--- config.mk ---
export PLATFORM = sky130hd
export DESIGN_NAME = eth_mdio_master
export DESIGN_NICKNAME = d
export VERILOG_FILES = /design/src/rtl/eth_mdio_master.sv
export SDC_FILE = /design/constraint.sdc
export NUM_CORES = 1
export LEC_CHECK = 0
export CAP_MARGIN = 40
export CORE_MARGIN = 4
export CORE_UTILIZATION = 56
export CTS_BUF_LIST = sky130_fd_sc_hd__clkbuf_4 sky130_fd_sc_hd__clkbuf_8
export CTS_CLUSTER_SIZE = 12
export DETAILED_ROUTE_END_ITERATION = 16
export PLACE_DENSITY = 0.95
export SKIP_LAST_GASP = 1
export SLEW_MARGIN = 10
export SYNTH_ARGS = -nofsm -noshare
export SYNTH_HDL_FRONTEND = slang
export SYNTH_SLANG_ARGS = --single-unit
--- constraint.sdc ---
create_clock -name clk50 -period 2.8 [get_ports clk50]
set_input_delay 0.28 -clock clk50 [delete_from_list [all_inputs] [get_ports clk50]]
set_output_delay 0.28 -clock clk50 [all_outputs]
set_load 0.1 [all_outputs]
--- src/rtl/eth_mdio_master.sv ---
// ---------------------------------------------------------------------------
// eth_mdio_master
//
// Clause-22 MDIO management master for the RMII PHY. It runs one register
// read or write frame per accepted command and reports completion with a
// single-cycle o_done pulse.
//
// Build option:
//   ETH_MDIO_PREAMBLE_EN  defined   -> 32-bit preamble sent (65 bit periods)
//                         undefined -> preamble suppressed (33 bit periods)
//
// Parameter:
//   CLK_DIV     MDC half-period in clk50 cycles (legal range 4..255)
//
// Ports:
//   clk50       system clock, sole clock
//   rst_n       synchronous active-low reset
//   i_start     1-cycle command strobe, taken only while o_busy = 0
//   i_rd        1 = read, 0 = write
//   i_phyaddr   PHY address (5 bits)
//   i_regaddr   register address (5 bits)
//   i_wdata     write data (16 bits)
//   o_busy      frame in progress
//   o_done      1-cycle pulse at end of frame
//   o_rdata     read data, valid from o_done until the next accepted i_start
//   o_err       read turnaround not acknowledged by the PHY
//   o_mdc       MDC pin
//   o_mdio_out  MDIO drive value
//   o_mdio_oe   MDIO output enable
//   i_mdio_in   MDIO pad input (asynchronous)
// ---------------------------------------------------------------------------
module eth_mdio_master #(
  parameter int CLK_DIV = 10
) (
  input  logic        clk50,
  input  logic        rst_n,
  input  logic        i_start,
  input  logic        i_rd,
  input  logic [4:0]  i_phyaddr,
  input  logic [4:0]  i_regaddr,
  input  logic [15:0] i_wdata,
  output logic        o_busy,
  output logic        o_done,
  output logic [15:0] o_rdata,
  output logic        o_err,
  output logic        o_mdc,
  output logic        o_mdio_out,
  output logic        o_mdio_oe,
  input  logic        i_mdio_in
);

  typedef enum logic [3:0] {
    S_IDLE,
    S_PRE,
    S_ST,
    S_OP,
    S_PHY,
    S_REG,
    S_TA,
    S_DATA,
    S_END
  } state_t;

  // A bit period is 2*CLK_DIV cycles: MDC low for the first half, high for
  // the second. DIV_RISE is the last low cycle; MDC rises at the edge that
  // ends it, and that same edge captures the synchronised input.
  localparam logic [8:0] DIV_HALF = 9'(CLK_DIV);
  localparam logic [8:0] DIV_RISE = 9'(CLK_DIV - 1);
  localparam logic [8:0] DIV_LAST = 9'(2 * CLK_DIV - 1);

  state_t      state_reg, state_next;
  logic [4:0]  bit_cnt_reg, bit_cnt_next;
  logic [8:0]  div_cnt_reg, div_cnt_next;
  logic        mdc_reg;
  logic        mdio_out_reg, mdio_oe_reg;
  logic        busy_reg, done_reg;
  logic [15:0] rdata_reg;
  logic        err_reg;
  logic        rd_reg;
  logic [4:0]  phyaddr_reg, regaddr_reg;
  logic [15:0] wdata_reg;
  logic [1:0]  mdio_sync_reg;

  logic        accept;
  logic        bit_end;
  logic        sample_rise;
  logic        frame_end;
  logic        drv_out, drv_oe;

  assign accept      = i_start && (state_reg == S_IDLE);
  assign bit_end     = (state_reg != S_IDLE) && (div_cnt_reg == DIV_LAST);
  assign sample_rise = (state_reg != S_IDLE) && (div_cnt_reg == DIV_RISE);
  assign frame_end   = bit_end && (state_reg == S_END);

  // Next state and per-state bit counter. Each field loads its length-1 on
  // entry and counts down; the field ends on the last cycle of the bit
  // period in which the counter is 0.
  always_comb begin
    state_next   = state_reg;
    bit_cnt_next = bit_cnt_reg;
    unique case (state_reg)
      S_IDLE: begin
        if (accept) begin
`ifdef ETH_MDIO_PREAMBLE_EN
          state_next   = S_PRE;
          bit_cnt_next = 5'd31;
`else
          state_next   = S_ST;
          bit_cnt_next = 5'd1;
`endif
        end
      end
      default: begin
        if (bit_end) begin
          if (bit_cnt_reg != 5'd0) begin
            bit_cnt_next = bit_cnt_reg - 5'd1;
          end else begin
            unique case (state_reg)
              S_PRE:   begin state_next = S_ST;   bit_cnt_next = 5'd1;  end
              S_ST:    begin state_next = S_OP;   bit_cnt_next = 5'd1;  end
              S_OP:    begin state_next = S_PHY;  bit_cnt_next = 5'd4;  end
              S_PHY:   begin state_next = S_REG;  bit_cnt_next = 5'd4;  end
              S_REG:   begin state_next = S_TA;   bit_cnt_next = 5'd1;  end
              S_TA:    begin state_next = S_DATA; bit_cnt_next = 5'd15; end
              S_DATA:  begin state_next = S_END;  bit_cnt_next = 5'd0;  end
              default: begin state_next = S_IDLE; bit_cnt_next = 5'd0;  end
            endcase
          end
        end
      end
    endcase
  end

  // Divider: held at 0 in IDLE so the first bit starts with a full low half.
  always_comb begin
    div_cnt_next = div_cnt_reg + 9'd1;
    if ((state_reg == S_IDLE) || bit_end) begin
      div_cnt_next = 9'd0;
    end
  end

  // Value to put on the pin for the bit about to start. It is evaluated for
  // the upcoming (state, count) and registered at the bit boundary, so the
  // pin changes on the same cycle MDC goes low. The first bit after accept
  // is PRE or ST, neither of which depends on the command still being
  // latched in the same edge.
  always_comb begin
    drv_out = 1'b1;
    drv_oe  = 1'b0;
    unique case (state_next)
      S_PRE: begin
        drv_out = 1'b1;
        drv_oe  = 1'b1;
      end
      S_ST: begin
        drv_out = ~bit_cnt_next[0];                // 0 then 1
        drv_oe  = 1'b1;
      end
      S_OP: begin
        drv_out = rd_reg ? bit_cnt_next[0] : ~bit_cnt_next[0];  // 10 / 01
        drv_oe  = 1'b1;
      end
      S_PHY: begin
        drv_out = phyaddr_reg[bit_cnt_next[2:0]];
        drv_oe  = 1'b1;
      end
      S_REG: begin
        drv_out = regaddr_reg[bit_cnt_next[2:0]];
        drv_oe  = 1'b1;
      end
      S_TA: begin
        drv_out = rd_reg ? 1'b1 : bit_cnt_next[0];  // write: 1 then 0
        drv_oe  = ~rd_reg;
      end
      S_DATA: begin
        drv_out = rd_reg ? 1'b1 : wdata_reg[bit_cnt_next[3:0]];
        drv_oe  = ~rd_reg;
      end
      default: begin
        drv_out = 1'b1;
        drv_oe  = 1'b0;
      end
    endcase
  end

  always_ff @(posedge clk50) begin
    if (!rst_n) begin
      state_reg     <= S_IDLE;
      bit_cnt_reg   <= 5'd0;
      div_cnt_reg   <= 9'd0;
      mdc_reg       <= 1'b0;
      mdio_out_reg  <= 1'b1;
      mdio_oe_reg   <= 1'b0;
      busy_reg      <= 1'b0;
      done_reg      <= 1'b0;
      rdata_reg     <= 16'h0000;
      err_reg       <= 1'b0;
      rd_reg        <= 1'b0;
      phyaddr_reg   <= 5'd0;
      regaddr_reg   <= 5'd0;
      wdata_reg     <= 16'h0000;
      mdio_sync_reg <= 2'b11;
    end else begin
      state_reg     <= state_next;
      bit_cnt_reg   <= bit_cnt_next;
      div_cnt_reg   <= div_cnt_next;
      mdc_reg       <= (div_cnt_next >= DIV_HALF);
      busy_reg      <= (state_next != S_IDLE);
      done_reg      <= frame_end;
      mdio_sync_reg <= {mdio_sync_reg[0], i_mdio_in};

      if (accept || bit_end) begin
        mdio_out_reg <= drv_out;
        mdio_oe_reg  <= drv_oe;
      end

      if (accept) begin
        rd_reg      <= i_rd;
        phyaddr_reg <= i_phyaddr;
        regaddr_reg <= i_regaddr;
        wdata_reg   <= i_wdata;
        err_reg     <= 1'b0;
      end

      // Read capture. DATA is shifted in even after a failed turnaround so
      // an absent PHY reads back as all ones from the pad pull-up.
      if (sample_rise && rd_reg) begin
        if ((state_reg == S_TA) && (bit_cnt_reg == 5'd0) && mdio_sync_reg[1]) begin
          err_reg <= 1'b1;
        end
        if (state_reg == S_DATA) begin
          rdata_reg <= {rdata_reg[14:0], mdio_sync_reg[1]};
        end
      end
    end
  end

  assign o_busy     = busy_reg;
  assign o_done     = done_reg;
  assign o_rdata    = rdata_reg;
  assign o_err      = err_reg;
  assign o_mdc      = mdc_reg;
  assign o_mdio_out = mdio_out_reg;
  assign o_mdio_oe  = mdio_oe_reg;

endmodule

==> results.sh, run 1 <==
export IMPL_worstSetupStartpoint="bit_cnt_reg[1]"
export IMPL_cts_max_level=3
export IMPL_cts_buffers=9
export IMPL_grt_pass1_wl_um=13180
export IMPL_drive_above_1_share=0.1627
export IMPL_slowest_delay_ps=500
export IMPL_synth_fa_ha_area_frac=0.01491
export IMPL_reg2reg_setup_slack_ps=100
export IMPL_path_class="flip-flop to flip-flop"
export IMPL_yosys_area_top_type_share=0.4115
export IMPL_vdd_ir_drop_worst_v=0.0003624
export IMPL_grt_pass1_vias=3028
export IMPL_post_route_drc_count=0
export IMPL_synth_common_cells="nand2_1, dfxtp_1, a21boi_0"
export IMPL_placementRows=27
export IMPL_finalSetupViolCount=0
export IMPL_grt_max_degree=32
export IMPL_ant_nets=0
export IMPL_port_buffers=52
export IMPL_synth_edf_count=0
export IMPL_yosysWarnings=0
export IMPL_boundaryPins=53
export IMPL_crit_slowest_cell="or4b_4"
export IMPL_postSynthAreaPerCell_sq_um=8.392
export IMPL_gp_congestion=0.9275
export IMPL_clockBufferDepth=2
export IMPL_wl_per_cell_um=15.16
export IMPL_clk_latency_ps=350
export IMPL_cts_sink_count=69
export IMPL_synthMuxAreaShare=0.06709
export IMPL_setup_slack_ps=104.3
export IMPL_period_minus_slack_ps=2696
export IMPL_worst_setup_path_end_kind="flip-flop"
export IMPL_slew_headroom=0.5984
export IMPL_clk_pin_slew_worst_paths_ps=70
export IMPL_ys_types=48
export IMPL_dp_slack_ps=-26.15
export IMPL_fmax_ghz=0.3710
export IMPL_cts_tree="built"
export IMPL_routed_wl_um=8079
export IMPL_die_area_sq_um=7297
export IMPL_start_util=0.5915
export IMPL_finalCritPeriodShare=0.9628
export IMPL_gr_total_overflow=0
export IMPL_core_sq_um=5675
export IMPL_root_buffer="clkbuf_8"
export IMPL_drt_iter0_markers=260
export IMPL_place_hpwl_um=5753
export IMPL_hold_viol_final=0
export IMPL_synth_top_family_by_area="simple AND/OR/NAND/NOR gates"
export IMPL_syn_nets=435
export IMPL_die_height_um=85.43
export IMPL_maxCapViolCount=0
export IMPL_status="finished, final reports clean"
export IMPL_ys_flop_type="dfxtp_1"
export IMPL_die_w_um=85.43
export IMPL_r2r_start="bit_cnt_reg[1]"
export IMPL_synth_compound_area_frac=0.1953
export IMPL_num_vias=3108
export IMPL_synth_seq_cells=69
export IMPL_synthSimpleGateAreaFrac=0.2441
export IMPL_synth_xor_xnor_area_share=0.02609
export IMPL_cp_required_ps=3030
export IMPL_antenna_found_initial=0
export IMPL_synth_cells=400
export IMPL_worst_slew_pin_slew_ps=598.7
export IMPL_slew_violations=0
export IMPL_fill_cells=407
export IMPL_worstPathCellList="inv_1, ha_2, or4b_4, nor2_2, mux2_2, nand2_1, xor2_1, o41ai_2, o211a_1, o31ai_1"
export IMPL_powerDensity_nw_per_um2=510.2
export IMPL_crit_fanout=6
export IMPL_start_kind="flip-flop"
export IMPL_firstDrtPassIters=4
export IMPL_critPathBufInv=1
export IMPL_reg2reg_depth=10
export IMPL_synth_largest_area_cell="dfxtp_1"
export IMPL_power_leakage_uw=0.001641
export IMPL_area_growth_pct=24.45
export IMPL_num_antenna_cells=0
export IMPL_grt_usage=0.2252
export IMPL_vias_per_cell=5.831
export IMPL_worstHoldPathCells=1
export IMPL_holdWs_ps=412.9
export IMPL_synth_area_leaders="dfxtp_1, nand2_1, a21boi_0, mux2i_1, nor2_1"
export IMPL_hold_class="flip-flop to flip-flop"
export IMPL_timing_rr_end="o_mdio_out"
export IMPL_syn_cell_area_sq_um=3357
export IMPL_synth_most_common_cell="nand2_1"
export IMPL_fin_skew_ps=9.709
export IMPL_worst_hold_path_endpoint="mdio_sync_reg[1]"
export IMPL_hp_start="mdio_sync_reg[0]"
export IMPL_crit_family="simple AND/OR/NAND/NOR gates"
export IMPL_async_flop_share=0
export IMPL_crit_arrival_ps=2930
export IMPL_synth_seq_area_share=0.4115
export IMPL_final_nets=491
## cell usage in the layout, fill, tap and decap left out, drive strengths merged, types with 5 or more instances in the layout
cell type | synthesis | routed
clkbuf | 19 | 10
clkdlybuf4s50 | 0 | 30
xnor2 | 7 | 7
nor2 | 26 | 26
a21boi | 47 | 47
mux2i | 18 | 18
a21oi | 12 | 12
nand2 | 101 | 101
nor3 | 8 | 8
dfxtp | 69 | 69
o21ai | 8 | 8
clkinv | 0 | 5
inv | 7 | 7
and3 | 5 | 5
and2 | 6 | 6
buf | 5 | 39
## worst reg2reg max path: cells and delay by family, from the launching register on
kind	cells	cell delay, ps
simple gates	3	850
compound gates	3	550
mux	1	430
flops	1	320
fa+ha+maj	1	210
buf+inv	1	110
xor+xnor	1	90
## per-layer routing
layer  vias to the layer above  share of wire  global-route usage
met5                         -              0                   0
met4                         0          0.041              0.1281
met3                        39          0.055             0.06602
met2                       106           0.51              0.3884
met1                      1467           0.39              0.2448
li1                       1496              -                   -
## cell type report
type                       count  area, sq um  area share
multi-input combinational    300         1871      0.4477
sequential                    69         1381      0.3306
inverter                       7        26.28    0.006289
clock buffer                  10        137.6     0.03294
tap                           72        90.09     0.02156
clock inverter                 6        62.56     0.01497
timing repair buffer          69        609.3      0.1459
## cells by family (layout without fill, tap and decap cells)
kind of cell,count (synthesis),count (layout)
buffers and inverters,31,92
multiplexers,22,22
AO/OA/AOI/OAI,88,88
XOR/XNOR,10,10
AND/OR/NAND/NOR,176,176
flip-flops,69,69
adder cells (fa/ha/maj),4,4
## stage by stage
step	instance area [sq um]	std cells	TNS (ps)	util	total power, uW
finish	4178	533	0	0.7361	2132
global route	4178	533	-25.74	0.7361	2222
CTS	4149	533	0	0.7310	2143
detailed placement	3941	517	-26.15	0.6944	1337
global placement	3941	517	0	0.6944	1327
floorplan	3357	400	0	-	1234
## report_power, final
group / switching (uW) / internal [uW]
sequential: 21.9 / 1020
combinational: 153 / 133
clock: 374 / 433
## how the worst max path moves through the flow
| stage | slack, ps | cells after the start | to |
|---|---|---|---|
| 2_1_floorplan | 250 | 10 | o_mdio_out |
| 3_3_place_gp | 180 | 10 | o_mdio_out |
| 3_5_place_dp | -30 | 10 | o_mdio_out |
| 4_1_cts | 10 | 10 | o_mdio_out |
| 5_1_grt | -30 | 11 | o_mdio_out |
| 6_report | 100 | 10 | o_mdio_out |
## timing repair
item | in CTS | in global routing
gates cloned | 0 | 0
gates resized for setup | 1 | 9
buffers inserted | 0 | 0
hold endpoints to repair | 0 | 0
hold buffers | 0 | 0
pin swaps | 0 | 2
endpoints found under the setup margin | 1 | 1
No activity file was read; power rests on OpenSTA's default activity.
==> run 2, diff against run 1 <==
--- a/constraint.sdc
+++ b/constraint.sdc
@@ -3,2 +3,2 @@
 set_output_delay 0.28 -clock clk50 [all_outputs]
-set_load 0.1 [all_outputs]
+set_load 0.005 [all_outputs]
==> results.sh, run 2 (synthesized netlist as in run 1, its figures left out) <==
export IMPL_maxCapViolCount=0
export IMPL_final_cell_area_sq_um=4267
export IMPL_grt_usage=0.2231
export IMPL_place_hpwl_um=5502
export IMPL_antenna_found_initial=0
export IMPL_slew_headroom=0.5732
export IMPL_finalSetupViolCount=0
export IMPL_drt_iter0_markers=251
export IMPL_core_sq_um=5675
export IMPL_grt_max_degree=32
export IMPL_routed_wl_um=7888
export IMPL_firstDrtPassIters=5
export IMPL_ant_nets=0
export IMPL_critPathBufInv=1
export IMPL_dp_cells=514
export IMPL_wl_per_cell_um=14.85
export IMPL_cts_sink_count=69
export IMPL_vdd_ir_drop_worst_v=0.0005247
export IMPL_reg2reg_setup_slack_ps=150
export IMPL_crit_arrival_ps=2930
export IMPL_fin_skew_ps=10.77
export IMPL_clockBufferDepth=2
export IMPL_worstPathCellList="buf_4, nor4_1, and2_2, nor3_2, a21oi_4, mux2i_1, a311oi_2, o311ai_1, o211a_1, o31ai_1"
export IMPL_fmax_ghz=0.3776
export IMPL_slowest_delay_ps=400
export IMPL_vias_per_cell=5.738
export IMPL_start_util=0.5915
export IMPL_path_depth=10
export IMPL_hold_class="flip-flop to flip-flop"
export IMPL_cts_max_level=3
export IMPL_hold_viol_final=0
export IMPL_clk_latency_ps=360
export IMPL_placementRows=27
export IMPL_final_cells=531
export IMPL_cp_required_ps=3080
export IMPL_die_w_um=85.43
export IMPL_timing_rr_end="o_mdio_out"
export IMPL_area_growth_pct=27.10
export IMPL_path_class="flip-flop to flip-flop"
export IMPL_final_nets=489
export IMPL_crit_slowest_cell="dfxtp_1"
export IMPL_slew_violations=0
export IMPL_start_kind="flip-flop"
export IMPL_num_vias=3047
export IMPL_worst_slew_pin_slew_ps=636.3
export IMPL_cp_endpoint="o_mdio_out"
export IMPL_grt_pass1_wl_um=13150
export IMPL_gp_congestion=0.8952
export IMPL_cts_buffers=9
export IMPL_grt_pass1_vias=2945
export IMPL_post_route_drc_count=0
export IMPL_multi_input_comb_area_sq_um=1874
export IMPL_die_height_um=85.43
export IMPL_port_buffers=52
export IMPL_power_leakage_uw=0.001605
export IMPL_placed_area_sq_um=3974
export IMPL_worst_setup_path_end_kind="flip-flop"
export IMPL_boundaryPins=53
export IMPL_worstSetupStartpoint="state_reg[0]"
export IMPL_clk_pin_slew_worst_paths_ps=80
export IMPL_layout_commonest_cell="nand2_1"
export IMPL_final_cell_mix="nand2_1, dfxtp_1, clkdlybuf4s50_1"
export IMPL_num_antenna_cells=0
export IMPL_cts_tree="built"
export IMPL_reg2reg_depth=10
export IMPL_tns_ps=0
export IMPL_drive_above_1_share=0.1111
export IMPL_finalCritPeriodShare=0.9459
export IMPL_die_area_sq_um=7297
export IMPL_final_seq_area_sq_um=1383
export IMPL_postCtsHoldBufs=0
export IMPL_fill_cells=386
export IMPL_crit_family="compound AO/OA/AOI/OAI gates"
export IMPL_crit_fanout=9
export IMPL_powerDensity_nw_per_um2=537.6
export IMPL_period_minus_slack_ps=2649
export IMPL_holdWs_ps=401.1
export IMPL_gr_total_overflow=0
export IMPL_r2r_start="state_reg[0]"
export IMPL_status="finished, final reports clean"
export IMPL_root_buffer="clkbuf_8"
[run 2: changes by cell type in the layout (fill, tap and decap cells not counted), sizes merged]
cell,delta
clkinvlp,+2
bufinv,+2
clkinv,-4
buf,-24
clkdlybuf4s50,+22
[run 2: power breakdown]
group	leakage [uW]	total (uW)	switching [uW]	internal [uW]
clock	0.000119	998	384	614
sequential	0.000562	1040	25.9	1020
combinational	0.000925	254	121	132
total	0.00161	2290	532	1760
[run 2: final cells by class]
cell class              count  share of cell area
inverters                   7            0.006158
clock inverters             6             0.02581
well taps                  72             0.02111
flip-flops and latches     69              0.3240
clock buffers              10             0.03226
repair buffers             67              0.1513
multi-input cells         300              0.4393
[run 2: how the worst min path moves through the flow]
| stage | cells past startpoint | endpoint | startpoint | slack, ps |
|---|---|---|---|---|
| after floorplan | 1 | mdio_sync_reg[0] | i_mdio_in | 380 |
| after global placement | 1 | mdio_sync_reg[1] | mdio_sync_reg[0] | 390 |
| final | 1 | mdio_sync_reg[1] | mdio_sync_reg[0] | 400 |
| after global routing | 1 | mdio_sync_reg[1] | mdio_sync_reg[0] | 440 |
| after CTS | 1 | mdio_sync_reg[1] | mdio_sync_reg[0] | 410 |
| after detailed placement | 1 | mdio_sync_reg[1] | mdio_sync_reg[0] | 390 |
[run 2: what timing repair did]
item	CTS	global route
resized for setup	0	10
endpoints found under the setup margin	0	1
buffers inserted	0	1
[run 2: per-stage QoR]
stage / total power [uW] / util / setup WS, ps
CTS: 2297 / 0.7438 / 0.4967
floorplan: 1208 / - / 246.3
global placement: 1297 / 0.7002 / 160.8
global route: 2374 / 0.7518 / -39.42
finish: 2294 / 0.7518 / 151.5
detailed placement: 1306 / 0.7002 / 10.02
[run 2: worst reg2reg max path, cell delays in order (launching register included)]
cell	delay, ps
dfxtp_1	400
buf_4	210
nor4_1	360
and2_2	300
nor3_2	80
a21oi_4	270
mux2i_1	160
a311oi_2	290
o311ai_1	150
o211a_1	150
o31ai_1	210
[run 2: per-layer routing]
metal,wire length [um],part of all wire,track usage,vias up
met2,3967,0.50,0.3842,94
li1,-,-,-,1486
met3,436,0.055,0.05728,29
met5,0,0,0,-
met4,235,0.030,0.1079,0
met1,3249,0.41,0.2557,1438
